===== src/rtl/fp_norm_seq.sv =====
// Multicycle normalize/pack stage for the FP adder: takes a raw mantissa sum, shifts it left
// one bit per cycle until the hidden bit is set, then packs an IEEE-754 single with flags.
module fp_norm_seq #(
    parameter int unsigned EXP_W  = 8,
    parameter int unsigned MANT_W = 24
) (
    input  logic              clk,
    input  logic              reset,
    input  logic              in_valid,
    output logic              in_ready,
    input  logic              in_sign,
    input  logic [EXP_W-1:0]  in_exp,
    input  logic [MANT_W:0]   in_mant,
    output logic              out_valid,
    input  logic              out_ready,
    output logic [31:0]       out_result,
    output logic              out_zero,
    output logic              out_overflow,
    output logic              out_underflow,
    output logic              busy
);

    // Two spare exponent bits absorb the carry increment without wrapping.
    localparam int unsigned XW = EXP_W + 2;
    localparam logic [XW-1:0] EXP_MAX = {2'b00, {EXP_W{1'b1}}};
    localparam logic [XW-1:0] EXP_ONE = XW'(1);

    typedef enum logic [1:0] {StIdle, StCheck, StShift, StDone} state_e;

    state_e            state_q, state_d;
    logic              sign_q, sign_d;
    logic [XW-1:0]     exp_q, exp_d;
    logic [MANT_W:0]   mant_q, mant_d;
    logic              valid_q, valid_d;
    logic [31:0]       result_q, result_d;
    logic              zero_q, zero_d;
    logic              ovf_q, ovf_d;
    logic              unf_q, unf_d;

    logic              do_pack;
    logic              do_unf;
    logic [XW-1:0]     pk_exp;
    logic [MANT_W:0]   pk_mant;

    always_comb begin
        state_d  = state_q;
        sign_d   = sign_q;
        exp_d    = exp_q;
        mant_d   = mant_q;
        valid_d  = valid_q;
        result_d = result_q;
        zero_d   = zero_q;
        ovf_d    = ovf_q;
        unf_d    = unf_q;
        do_pack  = 1'b0;
        do_unf   = 1'b0;
        pk_exp   = exp_q;
        pk_mant  = mant_q;

        unique case (state_q)
            StIdle: begin
                if (in_valid && in_ready) begin
                    sign_d  = in_sign;
                    exp_d   = {2'b00, in_exp};
                    mant_d  = in_mant;
                    state_d = StCheck;
                end
            end
            StCheck: begin
                if (mant_q == '0) begin
                    result_d = 32'h0000_0000;
                    zero_d   = 1'b1;
                    valid_d  = 1'b1;
                    state_d  = StDone;
                end else if (mant_q[MANT_W]) begin
                    pk_mant = mant_q >> 1;
                    pk_exp  = exp_q + 1'b1;
                    do_pack = 1'b1;
                end else if (mant_q[MANT_W-1]) begin
                    do_pack = 1'b1;
                end else if (exp_q <= EXP_ONE) begin
                    do_unf = 1'b1;
                end else begin
                    state_d = StShift;
                end
            end
            StShift: begin
                if (exp_q <= EXP_ONE) begin
                    do_unf = 1'b1;
                end else begin
                    mant_d = mant_q << 1;
                    exp_d  = exp_q - 1'b1;
                    // Bit just below the hidden position moves up this cycle: pack now.
                    if (mant_q[MANT_W-2]) begin
                        pk_mant = mant_d;
                        pk_exp  = exp_d;
                        do_pack = 1'b1;
                    end
                end
            end
            StDone: begin
                if (out_ready) begin
                    valid_d = 1'b0;
                    zero_d  = 1'b0;
                    ovf_d   = 1'b0;
                    unf_d   = 1'b0;
                    state_d = StIdle;
                end
            end
            default: state_d = StIdle;
        endcase

        if (do_pack) begin
            valid_d = 1'b1;
            state_d = StDone;
            if (pk_exp >= EXP_MAX) begin
                result_d = {sign_q, {EXP_W{1'b1}}, {(MANT_W-1){1'b0}}};
                ovf_d    = 1'b1;
            end else begin
                result_d = {sign_q, pk_exp[EXP_W-1:0], pk_mant[MANT_W-2:0]};
            end
        end

        if (do_unf) begin
            result_d = {sign_q, {(EXP_W+MANT_W-1){1'b0}}};
            unf_d    = 1'b1;
            valid_d  = 1'b1;
            state_d  = StDone;
        end
    end

    always_ff @(posedge clk or negedge reset) begin
        if (!reset) begin
            state_q  <= StIdle;
            sign_q   <= 1'b0;
            exp_q    <= '0;
            mant_q   <= '0;
            valid_q  <= 1'b0;
            result_q <= '0;
            zero_q   <= 1'b0;
            ovf_q    <= 1'b0;
            unf_q    <= 1'b0;
        end else begin
            state_q  <= state_d;
            sign_q   <= sign_d;
            exp_q    <= exp_d;
            mant_q   <= mant_d;
            valid_q  <= valid_d;
            result_q <= result_d;
            zero_q   <= zero_d;
            ovf_q    <= ovf_d;
            unf_q    <= unf_d;
        end
    end

    assign in_ready      = (state_q == StIdle);
    assign busy          = (state_q != StIdle);
    assign out_valid     = valid_q;
    assign out_result    = result_q;
    assign out_zero      = zero_q;
    assign out_overflow  = ovf_q;
    assign out_underflow = unf_q;

endmodule


===== config.mk =====
export PLATFORM = sky130hd
export DESIGN_NAME = fp_norm_seq
export DESIGN_NICKNAME = d
export VERILOG_FILES = /design/src/rtl/fp_norm_seq.sv
export SDC_FILE = /design/constraint.sdc
export NUM_CORES = 1
export LEC_CHECK = 0
export CAP_MARGIN = 15
export CELL_PAD_IN_SITES_DETAIL_PLACEMENT = 1
export CELL_PAD_IN_SITES_GLOBAL_PLACEMENT = 2
export CORE_AREA = 2 2 110 133
export DETAILED_ROUTE_END_ITERATION = 12
export DIE_AREA = 0 0 112 135
export GPL_TIMING_DRIVEN = 0
export PLACE_DENSITY = 0.9
export SLEW_MARGIN = 20
export SYNTH_ARGS = -nofsm -noshare
export SYNTH_HDL_FRONTEND = slang
export SYNTH_SLANG_ARGS = --single-unit

===== constraint.sdc =====
create_clock -name clk -period 4.4 [get_ports clk]
set_input_delay 0.66 -clock clk [delete_from_list [all_inputs] [get_ports clk]]
set_output_delay 0.66 -clock clk [all_outputs]
set_load 0.1 [all_outputs]

# Yosys cells after proc, flatten, opt, wreduce, memory -nomap -nowiden
# Cells that the tools add are included.
dict set report totals {
  regBits 74
  input_bits 38
  output_inout_bits 38
  elab_cells 97
}
dict set report classes {
  addsub 2
  n_lt_le_gt_ge 2
  eq_ne 13
  muxes 52
  reduce_logical 19
}
# operator n
set ops {}
lappend ops {{2-to-1 mux 32 bit} 4}
lappend ops {{2-to-1 mux 23 bit} 4}
lappend ops {{2-to-1 mux 10 bit} 6}
lappend ops {{2-to-1 mux 25 bit} 2}
lappend ops {{case mux 25 bit (2 select lines)} 1}
lappend ops {{case mux 23 bit (2 select lines)} 1}
lappend ops {{case mux 10 bit (2 select lines)} 2}
lappend ops {{2-to-1 mux 31 bit} 1}
lappend ops {{logical NOT 25 bit} 1}
lappend ops {{2-to-1 mux 1 bit} 19}
lappend ops {{2-to-1 mux 2 bit} 8}
lappend ops {{!= test 5 bit (second input constant)} 3}
lappend ops {{adder 10 x 1 -> 10 bit (second input constant)} 1}
lappend ops {{greater-or-equal comparator 10 x 8 -> 1 bit (second input constant)} 1}
lappend ops {{<= comparator 10 x 1 -> 1 bit (second input constant)} 1}
lappend ops {{nonzero test 2 bit} 5}
lappend ops {{subtractor 10 x 1 -> 10 bit (second input constant)} 1}
lappend ops {{AND reduction 3 bit} 3}
lappend ops {{!= test 4 bit (second input constant)} 2}
lappend ops {{!= test 2 bit (second input constant)} 3}
lappend ops {{case mux 1 bit (2 select lines)} 3}
lappend ops {{case mux 2 bit (3 select lines)} 1}
lappend ops {{AND reduction 2 bit} 3}
lappend ops {{AND reduction 6 bit} 1}
lappend ops {{9 further kinds} 11}

# Logic depth before layout (Yosys ltp)
# Gate-level depths: netlist of the first run.
dict set report logic_depth {
  depth_word 8
  mapped_depth 13
  depth_no_buf 9
}

# Worst setup path before layout of the first run
# Ideal clock, no wire load.
dict set report synth_path {
  kind {register to register}
  start {register exp_q[0]}
  end {register result_q[0] (netlist: out_result[0])}
  setup_time_ns 0.134
  t_arrival_ns 2.830
  required_time_ns 4.266
  path_slack_ns 1.436
  stages_incl_launch_ff 13
  n_path_buf 3
  synth_period_minus_slack_ns 2.964
  path_cell_list {dfrtp_1 buf_2 inv_1 ha_1 buf_2 or3b_1 or4_1 a31oi_1 o21ai_0 nand4bb_1 o31ai_2 buf_6 o31ai_1}
}
dict set report synth_between {
  elab_chain_cells 8
  word_cells_on_any_way 24
  cone_classes {add/sub: 2; order compare: 2; mux: 17; reduce/logical: 3}
}
# item line_no
set synth_rtl {}
lappend synth_rtl {{start: declaration} 32} ;# logic [XW-1:0] exp_q, exp_d;
lappend synth_rtl {{start signal: assignment} 146} ;# exp_q <= exp_d;
lappend synth_rtl {{subtractor 10 x 1 -> 10 bit (tied with other cells)} 92} ;# exp_d = exp_q - 1'b1;
lappend synth_rtl {{2-to-1 mux 10 bit (tied with other cells)} 94} ;# if (mant_q[MANT_W-2]) begin
lappend synth_rtl {{2-to-1 mux 10 bit (tied with other cells)} 88} ;# if (exp_q <= EXP_ONE) begin
lappend synth_rtl {{case mux 10 bit (2 select lines) / 2-to-1 mux 1 bit (equally long branches)} {60, 75}}
lappend synth_rtl {{greater-or-equal comparator 10 x 8 -> 1 bit / 2-to-1 mux 1 bit (equally long branches)} {116, 70}}
lappend synth_rtl {{2-to-1 mux 31 bit / case mux 1 bit (2 select lines) (equally long branches)} {116, 60}}
lappend synth_rtl {{2-to-1 mux 32 bit / nonzero test 3 bit (equally long branches)} -}
lappend synth_rtl {{2-to-1 mux 32 bit / AND reduction 2 bit (equally long branches)} -}
lappend synth_rtl {{end signal: assignment} 149} ;# result_q <= result_d;
lappend synth_rtl {{end: declaration} 35} ;# logic [31:0] result_q, result_d;
# Parallel ways exist; a longest one is shown, timed or not.
# A chain may end at the register's enable or synchronous reset.

# Worst setup path after layout of the first run
dict set report layout_path {
  start {register exp_q[0]}
  end {register result_q[14] (netlist: out_result[14])}
}
# The elaborated chain is that of the path after synthesis.

==> impl_metrics.json, run 1 <==
{
  "status": "finished clean",
  "nNetsFinal": 692,
  "antenna_found_initial": 0,
  "arrival_ns": 4.32,
  "synth.cell_area_sq_um": 4770,
  "clock_sinks": 74,
  "synth-seq-cells": 74,
  "routed_wl_um": 17900,
  "synth_flop_cell": "dfrtp_1",
  "clock-skew-final_ns": 0.0114,
  "final_area_sq_um": 6050,
  "final_max_slew_viol_count": 0,
  "ys_top_cells_by_area": "dfrtp_1 (39%), mux2i_1 (8.2%), a21oi_1 (5.7%)",
  "maxCapViolCount": 0,
  "grt_remaining_overflow": 0,
  "worstSetupStartpointType": "register",
  "root_buffer": "clkbuf_16",
  "drt_iter0_markers": 213,
  "wire_per_inst_um": 21.8,
  "worst-path-max-fanout": 10,
  "max-slew-margin-rel_pct": 33.8,
  "setup_violations": 0,
  "synth_nets": 605,
  "postPlaceCellArea_sq_um": 5760,
  "area_growth_pct": 26.6,
  "n_antenna_cell": 0,
  "die_y_um": 135,
  "yosysWarnings": 0,
  "chipWidth_um": 112,
  "portBuffers": 75,
  "hold_viol": 0,
  "postRouteAntennaNets": 0,
  "initial_core_util_pct": 34.7,
  "finish.utilization_pct": 43.9,
  "tightest_slew_ns": 0.990,
  "insertion_delay_ns": 0.36,
  "dr.pass1.iters": 5,
  "num_rows": 47,
  "critPathKind": "register to register",
  "synth_edf_count": 0,
  "numPlacedInstances": 806,
  "setup.worst_path.end_class": "register",
  "min_period_ns": 4.10,
  "avgSynthCellArea_sq_um": 8.54,
  "dp_hpwl_um": 13200,
  "post_cts_resized": 0,
  "core_sq_um": 13800,
  "async_flop_share_pct": 100,
  "cts_tree": "done",
  "h-tree-depth": 3,
  "grt_max_degree": 48,
  "die_area_sq_um": 15100,
  "synth_top_area_share_pct": 38.8,
  "yosys.area.top_type": "dfrtp_1",
  "cts-buffers-inserted": 9,
  "design.portCount": 76,
  "rsz0062_at_grt": "no",
  "required_ns": 4.62,
  "vias_per_cell": 5.92,
  "globalRouteTotalUtil_pct": 24.1,
  "max_freq_mhz": 244,
  "gp_congestion": 0.912,
  "finalNonFillerCells": 822,
  "cts_hold_buffers": 0,
  "hold_class": "primary input to asynchronous set/reset pin",
  "routed-via-count": 4865,
  "seq_area_frac_synth_pct": 38.8,
  "drive_gt1_share_pct": 4.76,
  "synthesis.instances": 559,
  "synthDistinctLibCells": 59,
  "drc": 0,
  "timing.final.crit_share_pct": 93.2,
  "path_clk_slew_ns": 0.07,
  "post-cts-setup-buffers": 0,
  "clock_path_buffers": 2,
  "grt_pass1_wl_um": 28700,
  "grt_pass1_vias": 5251
}
==> placed cells by master (no fill, tap or decap), drive strengths merged, types with 2 or more instances in the layout <==
| master | netlist | routed |
|---|---|---|
| dfrtp | 74 | 74 |
| clkdlybuf4s50 | 0 | 74 |
| nand2 | 63 | 63 |
| clkbuf | 46 | 57 |
| a21oi | 54 | 54 |
| nor2 | 49 | 49 |
| mux2i | 39 | 39 |
| o21ai | 37 | 37 |
| o31ai | 26 | 26 |
| a221oi | 20 | 20 |
| nand3 | 12 | 12 |
| inv | 11 | 12 |
| nor3 | 9 | 9 |
| nor4 | 9 | 9 |
| a31oi | 8 | 8 |
| a21o | 8 | 8 |
| ha | 8 | 8 |
| buf | 6 | 8 |
| o211ai | 7 | 7 |
| o22ai | 7 | 7 |
| nand2b | 6 | 6 |
| a211oi | 5 | 5 |
| and3 | 4 | 4 |
| nand4 | 4 | 4 |
| a22o | 4 | 4 |
| a41oi | 4 | 4 |
| or4 | 3 | 3 |
| and2 | 3 | 3 |
| a32o | 3 | 3 |
| clkinv | 0 | 3 |
| or2 | 2 | 2 |
| nand3b | 2 | 2 |
| xnor2 | 2 | 2 |
| and4 | 2 | 2 |
| a22oi | 2 | 2 |
| mux2 | 2 | 2 |
==> sequential cells by signal, indices dropped and copies added, names as in the netlist <==
register and cells:
out_underflow 1, state_q 2, out_valid 1, sign_q 1
mant_q 25, out_zero 1, exp_q 10, out_result 32
out_overflow 1
==> path summary, 6_finish.rpt <==
check | start | endpoint | slack [ns] | cells past startpoint
worst max-delay path | exp_q[0]$_DFFE_PN0P_ | out_result[14]$_DFFE_PN0P_ | 0.30 | 13
worst min-delay path | reset | out_result[27]$_DFFE_PN0P_ | 0.24 | 1
worst max register to register | exp_q[0]$_DFFE_PN0P_ | out_result[14]$_DFFE_PN0P_ | 0.30 | 13
worst min register to register | out_underflow$_DFFE_PN0P_ | out_underflow$_DFFE_PN0P_ | 0.48 | 1
max in group asynchronous | reset | out_result[28]$_DFFE_PN0P_ | 3.56 | 2
min in group clk | out_underflow$_DFFE_PN0P_ | out_underflow$_DFFE_PN0P_ | 0.48 | 1
==> metal layers <==
| layer | wire [um] | GRT usage, % | vias up | part of all wire [%] |
|---|---|---|---|---|
| met5 | 0 | 0 | - | 0 |
| met1 | 7530 | 29.3 | 2471 | 42 |
| li1 | - | - | 2257 | - |
| met4 | 405 | 9.01 | 0 | 2.3 |
| met3 | 512 | 2.83 | 25 | 2.9 |
| met2 | 9440 | 43.9 | 112 | 53 |
==> critical path, cell delays in order (launching register included) <==
cell,delay (ns)
dfrtp_1,0.38
buf_2,0.22
inv_1,0.09
ha_1,0.19
buf_2,0.19
or2_2,0.29
clkbuf_1,0.15
a41oi_1,0.69
a211o_1,0.22
o21ai_0,0.13
nand4bb_1,0.23
o31ai_2,0.83
buf_6,0.24
o31ai_1,0.10
==> cell type report <==
type / count / area (sq um)
Clock inverter: 5 / 38.8
Buffer: 52 / 214
Sequential cell: 74 / 1850
Tap cell: 171 / 214
Clock buffer: 11 / 243
Timing Repair Buffer: 76 / 776
Inverter: 11 / 41.3
Multi-Input combinational cell: 422 / 2670
Fill cell: 1648 / 7710
==> synthesized netlist by cell type, types with 2 or more instances <==
| cell type | count |
|---|---|
| mux2i_1 | 39 |
| buf_2 | 3 |
| nand2b_1 | 6 |
| and4_1 | 2 |
| a22o_1 | 4 |
| nand4_1 | 4 |
| buf_6 | 2 |
| a21oi_1 | 54 |
| mux2_2 | 2 |
| or4_1 | 3 |
| a31oi_1 | 8 |
| a21o_1 | 8 |
| dfrtp_1 | 74 |
| nand3b_1 | 2 |
| and2_1 | 3 |
| nor2_1 | 49 |
| a211oi_1 | 4 |
| xnor2_1 | 2 |
| nor3_1 | 9 |
| a41oi_1 | 3 |
| o21ai_0 | 36 |
| and3_1 | 4 |
| o211ai_1 | 7 |
| nand2_1 | 63 |
| inv_1 | 11 |
| a22oi_1 | 2 |
| o22ai_1 | 7 |
| ha_1 | 8 |
| o31ai_1 | 25 |
| a32o_1 | 3 |
| nand3_1 | 12 |
| a221oi_1 | 20 |
| or2_2 | 2 |
| clkbuf_1 | 46 |
| nor4_2 | 2 |
| nor4_1 | 7 |
==> logic make-up after synthesis <==
family | share of synthesized area, %
and+or+nand+nor | 17.3
adders and majority gates | 2.10
xor gates and xnor gates | 0.550
AOI/OAI and AO/OA | 27.2
buffers and inverters | 5.35
DFF | 38.8
muxes | 8.65
==> through the flow <==
step	setup slack [ns]	hold WS, ns	setup TNS, ns
floorplan	1.44	0.364	0
global placement	-0.0681	0.468	-4.38
detailed placement	0.411	0.470	0
CTS	0.385	0.261	0
global route	0.162	0.277	0
finish	0.297	0.240	0
Power of run 1 is left out: the tool's default activity adds up to more than one toggle a clock period on the data nets, which glitch-free logic cannot reach.
==> run 2: changes to the inputs <==
- CTS_CLUSTER_DIAMETER: default -> 150
==> results of run 2 <==
The final DEF is identical to that of run 1; final timing and power are the same.
Power of run 2 is left out for the same reason.
